`config.mk`:
```
export PLATFORM = sky130hd
export DESIGN_NAME = mantle_set_idx_reg_array_flat
export DESIGN_NICKNAME = d
export VERILOG_FILES = /design/src/rtl/mantle_set_idx_reg_array_pkg.sv /design/src/rtl/mantle_set_idx_reg_array_if.sv /design/src/rtl/mantle_set_idx_reg_array_reg.sv /design/src/rtl/mantle_set_idx_reg_array.sv /design/src/flat_wrapper.sv
export SDC_FILE = /design/constraint.sdc
export NUM_CORES = 1
export LEC_CHECK = 0
export CORE_MARGIN = 4
export CORE_UTILIZATION = 35
export DETAILED_ROUTE_END_ITERATION = 10
export PLACE_DENSITY_LB_ADDON = 0.25
export SKIP_LAST_GASP = 1
export SYNTH_ARGS = -nofsm -noshare
export SYNTH_HDL_FRONTEND = slang
export SYNTH_SLANG_ARGS = --single-unit
```
`constraint.sdc`:
```
create_clock -name CLK -period 2.5 [get_ports CLK]
set_clock_uncertainty 0.05 [all_clocks]
set_input_delay 0.5 -clock CLK [delete_from_list [all_inputs] [get_ports CLK]]
set_output_delay 0.5 -clock CLK [all_outputs]
set_load 0.03 [all_outputs]
```
`src/rtl/mantle_set_idx_reg_array_pkg.sv`:
```
// Shared types for the indexed register array: command opcodes and controller states.
package mantle_set_idx_pkg;

  typedef enum logic [1:0] {
    OP_NOP   = 2'b00,
    OP_SET   = 2'b01,
    OP_COPY  = 2'b10,
    OP_CLEAR = 2'b11
  } op_e;

  typedef enum logic [1:0] {
    S_IDLE  = 2'b00,
    S_COPY  = 2'b01,
    S_CLEAR = 2'b10
  } state_e;

endpackage

```
`src/rtl/mantle_set_idx_reg_array_if.sv`:
```
// Command/completion bus of the indexed register array.
interface mantle_set_idx_reg_array_if #(
  parameter  int N     = 9,
  parameter  int W     = 32,
  localparam int IDX_W = $clog2(N)
) ();

  logic                      cmd_valid;
  logic                      cmd_ready;
  mantle_set_idx_pkg::op_e   cmd_op;
  logic [IDX_W-1:0]          cmd_idx;
  logic [IDX_W-1:0]          cmd_src;
  logic [W-1:0]              cmd_val;
  logic                      done;
  logic                      err;

  modport master (
    output cmd_valid, cmd_op, cmd_idx, cmd_src, cmd_val,
    input  cmd_ready, done, err
  );

  modport slave (
    input  cmd_valid, cmd_op, cmd_idx, cmd_src, cmd_val,
    output cmd_ready, done, err
  );

endinterface

```
`src/rtl/mantle_set_idx_reg_array_reg.sv`:
```
// W-bit storage register with load enable and asynchronous active-low clear.
module mantle_reg_arst_en #(
  parameter int W = 32
) (
  input  logic         clk,
  input  logic         rst_n,
  input  logic         en,
  input  logic [W-1:0] d,
  output logic [W-1:0] q
);

  always_ff @(posedge clk or negedge rst_n) begin
    if (!rst_n)  q <= '0;
    else if (en) q <= d;
  end

endmodule

```
`src/rtl/mantle_set_idx_reg_array.sv`:
```
// N-entry register array with SET / COPY / CLEAR commands sharing one write port.
module mantle_set_idx_reg_array
  import mantle_set_idx_pkg::*;
#(
  parameter  int N     = 9,
  parameter  int W     = 32,
  localparam int IDX_W = $clog2(N)
) (
  input  logic                        CLK,
  input  logic                        ASYNCRESETN,
  mantle_set_idx_reg_array_if.slave   cmd,
  output logic [W-1:0]                O [N]
);

  localparam logic [IDX_W-1:0] LAST = IDX_W'(N - 1);

  state_e           state_q, state_d;
  logic [W-1:0]     hold_q, hold_d;
  logic [IDX_W-1:0] dst_q, dst_d;
  logic [IDX_W-1:0] cnt_q, cnt_d;
  logic             done_q, done_d;
  logic             err_q, err_d;

  logic             accept;
  logic             idx_oor, src_oor;
  logic [W-1:0]     src_val;
  logic             wr_en;
  logic [IDX_W-1:0] wr_idx;
  logic [W-1:0]     wr_data;
  logic [N-1:0]     en;

  assign cmd.cmd_ready = ASYNCRESETN && (state_q == S_IDLE);
  assign accept        = cmd.cmd_valid && cmd.cmd_ready;
  assign idx_oor       = int'(cmd.cmd_idx) >= N;
  assign src_oor       = int'(cmd.cmd_src) >= N;
  assign cmd.done      = done_q;
  assign cmd.err       = err_q;

  // Explicit mux keeps an out-of-range source from ever indexing past the array.
  always_comb begin
    src_val = '0;
    for (int i = 0; i < N; i++)
      if (cmd.cmd_src == IDX_W'(i)) src_val = O[i];
  end

  always_comb begin
    state_d = state_q;
    hold_d  = hold_q;
    dst_d   = dst_q;
    cnt_d   = cnt_q;
    done_d  = 1'b0;
    err_d   = 1'b0;
    wr_en   = 1'b0;
    wr_idx  = cmd.cmd_idx;
    wr_data = cmd.cmd_val;
    unique case (state_q)
      S_IDLE: if (accept) begin
        case (cmd.cmd_op)
          OP_NOP: done_d = 1'b1;
          OP_SET: begin
            if (idx_oor) err_d = 1'b1;
            else begin
              wr_en  = 1'b1;
              done_d = 1'b1;
            end
          end
          OP_COPY: begin
            if (idx_oor || src_oor) err_d = 1'b1;
            else begin
              hold_d  = src_val;
              dst_d   = cmd.cmd_idx;
              state_d = S_COPY;
            end
          end
          OP_CLEAR: begin
            cnt_d   = '0;
            state_d = S_CLEAR;
          end
          default: ;
        endcase
      end
      S_COPY: begin
        wr_en   = 1'b1;
        wr_idx  = dst_q;
        wr_data = hold_q;
        done_d  = 1'b1;
        state_d = S_IDLE;
      end
      S_CLEAR: begin
        wr_en   = 1'b1;
        wr_idx  = cnt_q;
        wr_data = '0;
        // Counter parks on the last entry so a non-power-of-two N never wraps.
        if (cnt_q == LAST) begin
          done_d  = 1'b1;
          state_d = S_IDLE;
        end else begin
          cnt_d = cnt_q + 1'b1;
        end
      end
      default: state_d = S_IDLE;
    endcase
  end

  always_ff @(posedge CLK or negedge ASYNCRESETN) begin
    if (!ASYNCRESETN) begin
      state_q <= S_IDLE;
      hold_q  <= '0;
      dst_q   <= '0;
      cnt_q   <= '0;
      done_q  <= 1'b0;
      err_q   <= 1'b0;
    end else begin
      state_q <= state_d;
      hold_q  <= hold_d;
      dst_q   <= dst_d;
      cnt_q   <= cnt_d;
      done_q  <= done_d;
      err_q   <= err_d;
    end
  end

  for (genvar i = 0; i < N; i++) begin : g_ent
    assign en[i] = wr_en && (wr_idx == IDX_W'(i));
    mantle_reg_arst_en #(.W(W)) u_ent (
      .clk   (CLK),
      .rst_n (ASYNCRESETN),
      .en    (en[i]),
      .d     (wr_data),
      .q     (O[i])
    );
  end

endmodule

```
`src/flat_wrapper.sv`:
```
// flat-port wrapper written by rule: the top's interface ports become plain ports
module mantle_set_idx_reg_array_flat import mantle_set_idx_pkg::*;
#(
  parameter  int N     = 9,
  parameter  int W     = 32,
  localparam int IDX_W = $clog2(N)
)
  (CLK, ASYNCRESETN, O, cmd_cmd_valid, cmd_cmd_op, cmd_cmd_idx, cmd_cmd_src, cmd_cmd_val, cmd_cmd_ready, cmd_done, cmd_err);
  mantle_set_idx_reg_array_if #(.N(N), .W(W)) cmd_i ();
  input  logic CLK;
  input  logic ASYNCRESETN;
  output logic [W-1:0] O[N];
  input wire logic [$bits(cmd_i.cmd_valid)-1:0] cmd_cmd_valid;
  input wire logic [$bits(cmd_i.cmd_op)-1:0] cmd_cmd_op;
  input wire logic [$bits(cmd_i.cmd_idx)-1:0] cmd_cmd_idx;
  input wire logic [$bits(cmd_i.cmd_src)-1:0] cmd_cmd_src;
  input wire logic [$bits(cmd_i.cmd_val)-1:0] cmd_cmd_val;
  output wire logic [$bits(cmd_i.cmd_ready)-1:0] cmd_cmd_ready;
  output wire logic [$bits(cmd_i.done)-1:0] cmd_done;
  output wire logic [$bits(cmd_i.err)-1:0] cmd_err;
  assign cmd_i.cmd_valid = cmd_cmd_valid;
  assign cmd_i.cmd_op = cmd_cmd_op;
  assign cmd_i.cmd_idx = cmd_cmd_idx;
  assign cmd_i.cmd_src = cmd_cmd_src;
  assign cmd_i.cmd_val = cmd_cmd_val;
  assign cmd_cmd_ready = cmd_i.cmd_ready;
  assign cmd_done = cmd_i.done;
  assign cmd_err = cmd_i.err;
  mantle_set_idx_reg_array #(.N(N), .W(W)) u_core (.CLK(CLK), .ASYNCRESETN(ASYNCRESETN), .cmd(cmd_i), .O(O));
endmodule
```
# Word-level counts from Yosys, hierarchy flattened
# Cells that the tools add are included.
# W data, S select, Z words.
# op_classes
addsub	1
order_cmp	2
eq_ne	28
muxes	33
n_bitwise	1
reduce_logical	21
# op_table
operator	n
$mux W32	9
$pmux W32 S2	1
$eq A4 B3 Y1 const B	8
$eq A4 B2 Y1 const B	4
$pmux W4 S2	2
$eq A4 B4 Y1 const B	3
$mux W4	3
$reduce_and A4 Y1	3
$logic_and A1 B1 Y1	11
$mux W1	9
$eq A4 B1 Y1 const B	2
$ge A4 B4 Y1 const B	2
$logic_not A4 Y1	2
$pmux W2 S2	2
$eq A2 B2 Y1 const B	3
$mux W2	3
$ne A3 B3 Y1 const B	2
$pmux W1 S2	3
$add A4 B1 Y4 const B	1
$eq A2 B1 Y1 const B	2
$logic_not A2 Y1	2
$ne A2 B1 Y1 const B	2
$ne A2 B2 Y1 const B	2
$pmux W1 S3	1
4 further kinds	4
# totals
register_bits	332
input_bits	45
output_inout_bits	291
word_cells	101

# Logic depth before layout (Yosys ltp)
# Gate-level depths: netlist of the first run.
# logic_depth
ltp_word	10
mapped_depth	11

# Modules after synthesis
# A second synthesis of the first run with hierarchy kept.
# hier_totals
cells_unflattened	1341
area_unflattened_um2	17262.8
# by_module_without_submodules
module	n_inst	cells_each	area_per_inst_um2	seq_area_each_um2
mantle_reg_arst_en	9	68	1345.0	800.8
mantle_set_idx_reg_array	1	729	5157.4	1101.1

# Least setup slack after synthesis of the first run
# No wires, ideal clock.
# synth_timing
path_kind	register to register
from	register u_core.state_q[0]
to	register u_core.g_ent[6].u_ent.q[31]
setup_time_ps	148
arrival_ps	2176
required_time_ps	2302
setup_slack_ps	127
stages_incl_launch_ff	9
path_buffers	2
period_less_slack_ps	2373
path_cell_list	dfrtp_1 inv_1 ha_1 buf_2 nor2_1 a32oi_4 nor4_4 buf_2 a21oi_1
# synth_between
elab_chain_cells	6
word_cells_on_any_way	12
classes_between	eq/ne: 3; mux: 4; reduce/logical: 5
# synth_rtl
item	line	text
start, declared	mantle_set_idx_reg_array.sv:17	state_e state_q, state_d;
start signal, assigned	mantle_set_idx_reg_array.sv:114	state_q <= state_d;
$logic_not A2 Y1	mantle_set_idx_reg_array.sv:32, mantle_set_idx_reg_array.sv:56	
$logic_and A1 B1 Y1	mantle_set_idx_reg_array.sv:32	assign cmd.cmd_ready = ASYNCRESETN && (state_q == S_IDLE);
$logic_and A1 B1 Y1	mantle_set_idx_reg_array.sv:33	assign accept = cmd.cmd_valid && cmd.cmd_ready;
$mux W1	mantle_set_idx_reg_array.sv:57	S_IDLE: if (accept) begin
$pmux W1 S2	mantle_set_idx_reg_array.sv:56	unique case (state_q)
$logic_and A1 B1 Y1	mantle_set_idx_reg_array.sv:124	assign en[i] = wr_en && (wr_idx == IDX_W'(i));
end signal, assigned	mantle_set_idx_reg_array_reg.sv:13	if (!rst_n) q <= '0;
end signal, assigned	mantle_set_idx_reg_array_reg.sv:14	else if (en) q <= d;
end, declared	mantle_set_idx_reg_array_reg.sv:9	output logic [W-1:0] q
# Several ways; a longest one is shown, not always the timed one.
# A chain may end at the register's enable or synchronous reset.

# Worst setup path after layout of the first run
# layout_timing
from	input ASYNCRESETN
to	register u_core.g_ent[0].u_ent.q[30]
# layout_between
elab_chain_cells	5
# layout_rtl
item	line	text
start, declared	flat_wrapper.sv:11	input logic ASYNCRESETN;
$logic_and A1 B1 Y1	mantle_set_idx_reg_array.sv:32	
$logic_and A1 B1 Y1	mantle_set_idx_reg_array.sv:33	
$mux W1	mantle_set_idx_reg_array.sv:57	
$pmux W1 S2	mantle_set_idx_reg_array.sv:56	
$logic_and A1 B1 Y1	mantle_set_idx_reg_array.sv:124	
end signal, assigned	mantle_set_idx_reg_array_reg.sv:13	
end signal, assigned	mantle_set_idx_reg_array_reg.sv:14	
end, declared	mantle_set_idx_reg_array_reg.sv:9	
# No other way between the ends.

==> results.sh, run 1 <==
export IMPL_final_instance_count_excl_fill=2559
export IMPL_core_um2=43300
export IMPL_leakage_nw=9.17
export IMPL_cp_end_kind="flip-flop"
export IMPL_n_fill_cell=3909
export IMPL_die_w_um=218
export IMPL_clockPowerShare_pct=17.4
export IMPL_timing_final_crit_period_ns=2.47
export IMPL_dp_cells=2467
export IMPL_drive_gt1_share_pct=14.2
export IMPL_initial_core_util_pct=35.6
export IMPL_tightestPinTransition_ns=1.04
export IMPL_clock_latency_ns=0.55
export IMPL_die_h_um=218
export IMPL_yosysTopAreaCell="dfrtp_1"
export IMPL_syn_nets=1626
export IMPL_path_clk_slew_ns=0.06
export IMPL_cts_tree="yes"
export IMPL_grt_ovfl_total=0
export IMPL_cts_buffers=39
export IMPL_antenna_found_initial=0
export IMPL_placementRows=76
export IMPL_rsz0062_at_grt="yes"
export IMPL_critPathLaunchType="input pin"
export IMPL_fmax_mhz=405
export IMPL_routed_wl_um=64200
export IMPL_fin_ws_ns=0.0282
export IMPL_vias=14267
export IMPL_routedWlPerCell_um=25.1
export IMPL_synthArstFlopShare_pct=100
export IMPL_criticalPathCategory="input pin to flip-flop"
export IMPL_grtUsageTotal_pct=25.3
export IMPL_hold_viol_final=0
export IMPL_grt_max_degree=165
export IMPL_post_place_ws_ns=-0.357
export IMPL_p_sw_mw=14.9
export IMPL_cts_root_buf="clkbuf_16"
export IMPL_relSlewSlack_pct=30.9
export IMPL_syn_avg_cell_area_um2=9.80
export IMPL_dr_pass1_iters=5
export IMPL_vdd_drop_max_uv=975
export IMPL_power_frac_comb_pct=51.1
export IMPL_synth_main_ff_cell="dfrtp_1"
export IMPL_synth_seq_area_share_pct=54.0
export IMPL_ant_nets=0
export IMPL_dp_hpwl_um=42400
export IMPL_hp_class="input pin to async pin"
export IMPL_ys_ff_latch=332
export IMPL_worst_r2r_setup_slack_ns=0.03
export IMPL_port_buffers=335
export IMPL_post_route_period_util_pct=98.9
export IMPL_clkSinkCount=332
export IMPL_io_pins=336
export IMPL_first_global_vias=14062
export IMPL_p_sw_share_pct=45.3
export IMPL_p_int_mw=18.0
export IMPL_fin_setup_tns_ns=0
export IMPL_slew_viol_final=0
export IMPL_maxCapViolCount=0
export IMPL_p_total_mw=32.9
export IMPL_stdcell_area_um2=21900
export IMPL_yosysWarningCount=0
export IMPL_final_core_util_pct=50.7
export IMPL_synth_edf_count=0
export IMPL_yosys_cell_types_count=52
export IMPL_nets=1998
export IMPL_hold_ws_ns=0.305
export IMPL_crit_fanout=26
export IMPL_synthCells=1571
export IMPL_syn_to_final_growth_pct=42.5
export IMPL_synth_area_um2=15400
export IMPL_drc=0
export IMPL_cp_required_ns=2.84
export IMPL_critPathArrivalTime_ns=2.82
export IMPL_place_gp_congestion=0.884
export IMPL_vias_per_cell=5.58
export IMPL_synth_top_area_share_pct=54.0
export IMPL_place_area_um2=20200
export IMPL_ys_top_cells_by_area="dfrtp_1, a21oi_1, nor2_1"
export IMPL_power_per_cell_area_nw_per_um2=1500
export IMPL_power_frac_seq_pct=31.5
export IMPL_die_area_um2=47400
export IMPL_cts_max_level=2
export IMPL_status="complete, no violations"
export IMPL_grt_pass1_wl_um=90800
export IMPL_setup_viol=0
export IMPL_drt_iter0_markers=1183
export IMPL_max_clock_path_buffers=3
[routing by layer]
| layer | GRT usage (%) | up-vias | routed length (um) |
|---|---|---|---|
| li1 | - | 6373 | - |
| met1 | 34.7 | 7075 | 27300 |
| met2 | 40.1 | 700 | 29400 |
| met3 | 5.48 | 119 | 5410 |
| met4 | 8.31 | 0 | 2040 |
| met5 | 0 | - | 0 |
[worst max-delay path, stage by stage]
cell           delay (ns)
dlygate4sd3_1        0.56
buf_8                0.17
and3_1               0.17
buf_4                0.15
a32oi_4              0.52
nand4b_1             0.24
buf_6                0.19
buf_12               0.18
o21ai_0              0.10
[sequential cells by signal, indices dropped and copies added, names as in the netlist]
name,flops
u_core.cnt_q,4
u_core.hold_q,32
u_core.state_q,2
u_core.cmd.done,1
u_core.cmd.err,1
u_core.dst_q,4
u_core.g_ent.u_ent.q,288
[placed cells by master, fill, tap and decap left out, types with 4 or more instances in the layout]
master,Yosys,layout
nor2b_1,40,39
o2bb2ai_1,24,24
o21ai_0,154,153
a21o_1,24,22
clkdlybuf4s50_1,0,329
buf_12,0,39
a31oi_2,0,23
nand3_1,7,7
nor2_1,208,204
nand2_1,124,124
ha_1,10,8
clkbuf_8,0,7
and3_1,5,5
nor3_1,31,31
clkinv_2,0,7
o31ai_1,24,24
dfrtp_1,332,332
a311oi_1,9,9
clkbuf_1,67,10
nor4_4,4,4
a221oi_1,21,21
buf_4,3,79
a2111oi_0,4,4
o22ai_1,21,21
mux2i_1,17,17
nand2b_1,23,23
inv_1,21,20
a21oi_1,198,198
o221ai_1,8,8
mux4_2,11,11
a31oi_1,35,11
mux2_2,26,26
clkbuf_16,0,48
nor2_4,0,4
a22o_1,25,25
[final timing paths]
check,from,to,depth (start not counted)
worst min-delay path,ASYNCRESETN,u_core.cnt_q[3],2
max in group asynchronous,ASYNCRESETN,u_core.hold_q[11],4
worst min register to register,u_core.dst_q[0],u_core.dst_q[0],2
worst max-delay path,ASYNCRESETN,u_core.g_ent[0].u_ent.q[30],9
worst max register to register,u_core.state_q[0],u_core.g_ent[3].u_ent.q[14],6
min in group CLK,u_core.dst_q[0],u_core.dst_q[0],2
[logic make-up (layout without fill, tap and decap cells)]
kind of cell	after synthesis	after routing	synth area share (%)
other	0	1	0
buffers and inverters	152	554	4.69
and+or+nand+nor	457	457	13.4
adders and majority gates	10	10	0.813
AOI/OAI and AO/OA	565	565	22.3
DFF	332	332	54.0
muxes	55	55	4.76
[synthesized netlist by cell type, types with 7 or more instances]
cell       count
o22ai_1       21
o21ai_0      154
o31ai_1       24
a22o_1        25
buf_6         12
a21o_1        24
inv_1         21
nand2_1      124
mux2_2        26
ha_1          10
a221oi_1      21
nor3_1        31
buf_1          8
nor2b_1       40
o221ai_1       8
nand2b_1      23
nand3_1        7
dfrtp_1      332
buf_2         40
mux2i_1       17
o2bb2ai_1     24
a31oi_1       35
mux4_2        11
clkbuf_1      67
a311oi_1       9
a21oi_1      198
nor2_1       208
[power by group through the flow]
stage | clock [mW] | combinational, mW | sequential, mW
after floorplan | 0 | 4.96 | 13.9
after detailed placement | 0 | 16.2 | 10.3
after CTS | 5.79 | 16.3 | 10.3
final | 5.73 | 16.8 | 10.3
after global placement | 0 | 16.0 | 10.3
after global routing | 6.04 | 17.8 | 10.7
[area by class of cell]
class	count	area, um2	area share (%)
Antenna cell	1	2.50	0.0114
Clock buffer	57	1130	5.17
Clock inverter	14	143	0.650
Inverter	22	82.6	0.377
Multi-Input combinational cell	1087	6610	30.1
Sequential cell	332	8310	37.9
Tap cell	585	732	3.34
Timing Repair Buffer	461	4920	22.5
[what timing repair did]
item                       4_1_cts  5_1_grt
hold buffers                     1        0
setup endpoints to repair       14      248
cloned                           0       10
hold endpoints to repair        10        0
resized for setup                9       29
buffers inserted                 0        9
pin swaps                        0        4
Power figures use the tool's default switching activity.
==> run 2: changes to the inputs <==
Settings changed: CORE_UTILIZATION 35 to 40, GPL_ROUTABILITY_DRIVEN from default to 0.
==> run 2 against run 1 <==
Global-route usage is 2.4 points higher. Utilization rose by 6.5 points. Cell area down 1.2%. Sequential cell count unchanged. Clock-buffer cell count rose by 4. First-iteration DRC count is 7.4% higher. Critical path type is now flip-flop to flip-flop. Largest cell class unchanged. Largest power group unchanged.
==> results.sh, run 2 (synthesis gave the netlist of run 1 again) <==
export IMPL_hp_class="input pin to async pin"
export IMPL_setup_viol=0
export IMPL_die_h_um=204
export IMPL_die_area_um2=41700
export IMPL_timing_final_crit_period_ns=2.40
export IMPL_post_route_period_util_pct=95.8
export IMPL_grtUsageTotal_pct=27.7
export IMPL_clkSinkCount=332
export IMPL_rsz0062_at_grt="yes"
export IMPL_grt_ovfl_total=0
export IMPL_critPathLaunchType="flip-flop"
export IMPL_antenna_found_initial=0
export IMPL_leakage_nw=9.16
export IMPL_criticalPathCategory="flip-flop to flip-flop"
export IMPL_crit_start="u_core.state_q[0]"
export IMPL_status="complete, no violations"
export IMPL_drive_gt1_share_pct=14.0
export IMPL_cts_root_buf="clkbuf_16"
export IMPL_cts_tree="yes"
export IMPL_largest_registers="u_core.g_ent.u_ent.q (288), u_core.hold_q (32)"
export IMPL_power_per_cell_area_nw_per_um2=1500
export IMPL_tightestPinTransition_ns=0.963
export IMPL_fin_setup_tns_ns=0
export IMPL_maxCapViolCount=0
export IMPL_worst_r2r_setup_slack_ns=0.10
export IMPL_dp_hpwl_um=41800
export IMPL_fin_ws_ns=0.105
export IMPL_placementRows=71
export IMPL_initial_core_util_pct=40.7
export IMPL_clock_latency_ns=0.54
export IMPL_vias=14515
export IMPL_fmax_mhz=417
export IMPL_layout_commonest_cell="dfrtp_1"
export IMPL_path_clk_slew_ns=0.06
export IMPL_drc=0
export IMPL_first_global_vias=14044
export IMPL_hold_viol_final=0
export IMPL_mostFrequentLayoutCells="dfrtp_1, clkdlybuf4s50_1, nor2_1"
export IMPL_diodes=0
export IMPL_max_clock_path_buffers=3
export IMPL_nets=2022
export IMPL_r2r_cells=9
export IMPL_vdd_drop_max_uv=920
export IMPL_post_place_ws_ns=-0.352
export IMPL_grt_pass1_wl_um=88400
export IMPL_place_area_um2=20300
export IMPL_die_w_um=204
export IMPL_relSlewSlack_pct=35.8
export IMPL_routed_wl_um=59800
export IMPL_drt_iter0_markers=1270
export IMPL_vias_per_cell=5.79
export IMPL_dr_pass1_iters=5
export IMPL_top_register="u_core.g_ent.u_ent.q"
export IMPL_cts_max_level=2
export IMPL_grt_max_degree=107
export IMPL_critPathArrivalTime_ns=2.74
export IMPL_ant_nets=0
export IMPL_r2r_start="u_core.state_q[0]"
export IMPL_routedWlPerCell_um=23.9
export IMPL_port_buffers=335
export IMPL_crit_fanout=34
export IMPL_worstReg2RegEnd="u_core.g_ent[1].u_ent.q[18]"
export IMPL_stdcell_area_um2=21700
export IMPL_largest_register_ffs=288
export IMPL_cts_buffers=38
export IMPL_io_pins=336
export IMPL_syn_to_final_growth_pct=40.7
export IMPL_cp_required_ns=2.85
export IMPL_cp_end_kind="flip-flop"
export IMPL_core_um2=37800
export IMPL_slew_viol_final=0
run 2: cell types whose count changed in the layout (fill, tap and decap cells not counted), sizes merged:
cell | previous run | this run
buf | 123 | 155
clkinv | 8 | 4
clkbuf | 65 | 62
clkinvlp | 3 | 1
bufinv | 2 | 1
diode | 1 | 0
inv | 23 | 22
run 2: report_power, final:
part | internal (mW) | total, mW | leakage [nW] | switching (mW)
registers | 7.90 | 10.4 | 4.06 | 2.48
clock network | 3.31 | 5.55 | 0.609 | 2.24
logic | 6.72 | 16.6 | 4.50 | 9.85
run 2: how the worst max path moves through the flow:
stage	end	cells after the start	slack, ns
after floorplan	u_core.g_ent[6].u_ent.q[31]	8	0.13
after global placement	u_core.g_ent[5].u_ent.q[9]	9	-0.28
after detailed placement	u_core.g_ent[5].u_ent.q[11]	9	-0.35
after CTS	u_core.g_ent[5].u_ent.q[16]	9	0.06
after global routing	u_core.g_ent[3].u_ent.q[19]	10	-0.02
final	u_core.g_ent[1].u_ent.q[18]	9	0.10
run 2: worst max-delay path, cell delays in order, from the launching register on:
cell and delay, ns:
dfrtp_1 0.39, inv_1 0.10, ha_1 0.29, a22o_1 0.26
mux2i_4 0.23, buf_12 0.17, nand4b_1 0.31, buf_12 0.28
nand2_1 0.08, o21ai_0 0.07
run 2: final cells by class:
class                   count  area [um2]
clock buffers              61        1170
clock inverters             6        80.1
fillers                  3237       16200
inverters                  22        82.6
multi-input cells        1087        6490
flip-flops and latches    332        8310
well taps                 511         639
repair buffers            486        4890
run 2: layer usage:
metal / routed length [um] / up-vias / global-route usage (%)
li1: - / 6410 / -
met5: 0 / - / 0
met3: 5200 / 130 / 5.71
met1: 25200 / 7234 / 39.7
met2: 27400 / 741 / 42.5
met4: 1970 / 0 / 9.07
run 2: timing repair:
item	CTS	global route
pin swaps	0	4
gates cloned	0	1
hold buffers	1	0
setup endpoints to repair	1	174
setup buffers	0	3
endpoints found under the hold margin	4	0
resized for setup	1	16
run 2: metrics by stage:
step	instances	hold WS [ns]	utilization, %	power (mW)
2_1_floorplan	1571	0.154	-	18.9
3_3_place_gp	2433	0.265	53.6	26.5
3_5_place_dp	2433	0.264	53.6	26.8
4_1_cts	2501	0.308	56.9	32.4
5_1_grt	2505	0.323	57.2	34.1
6_report	2505	0.325	57.2	32.5
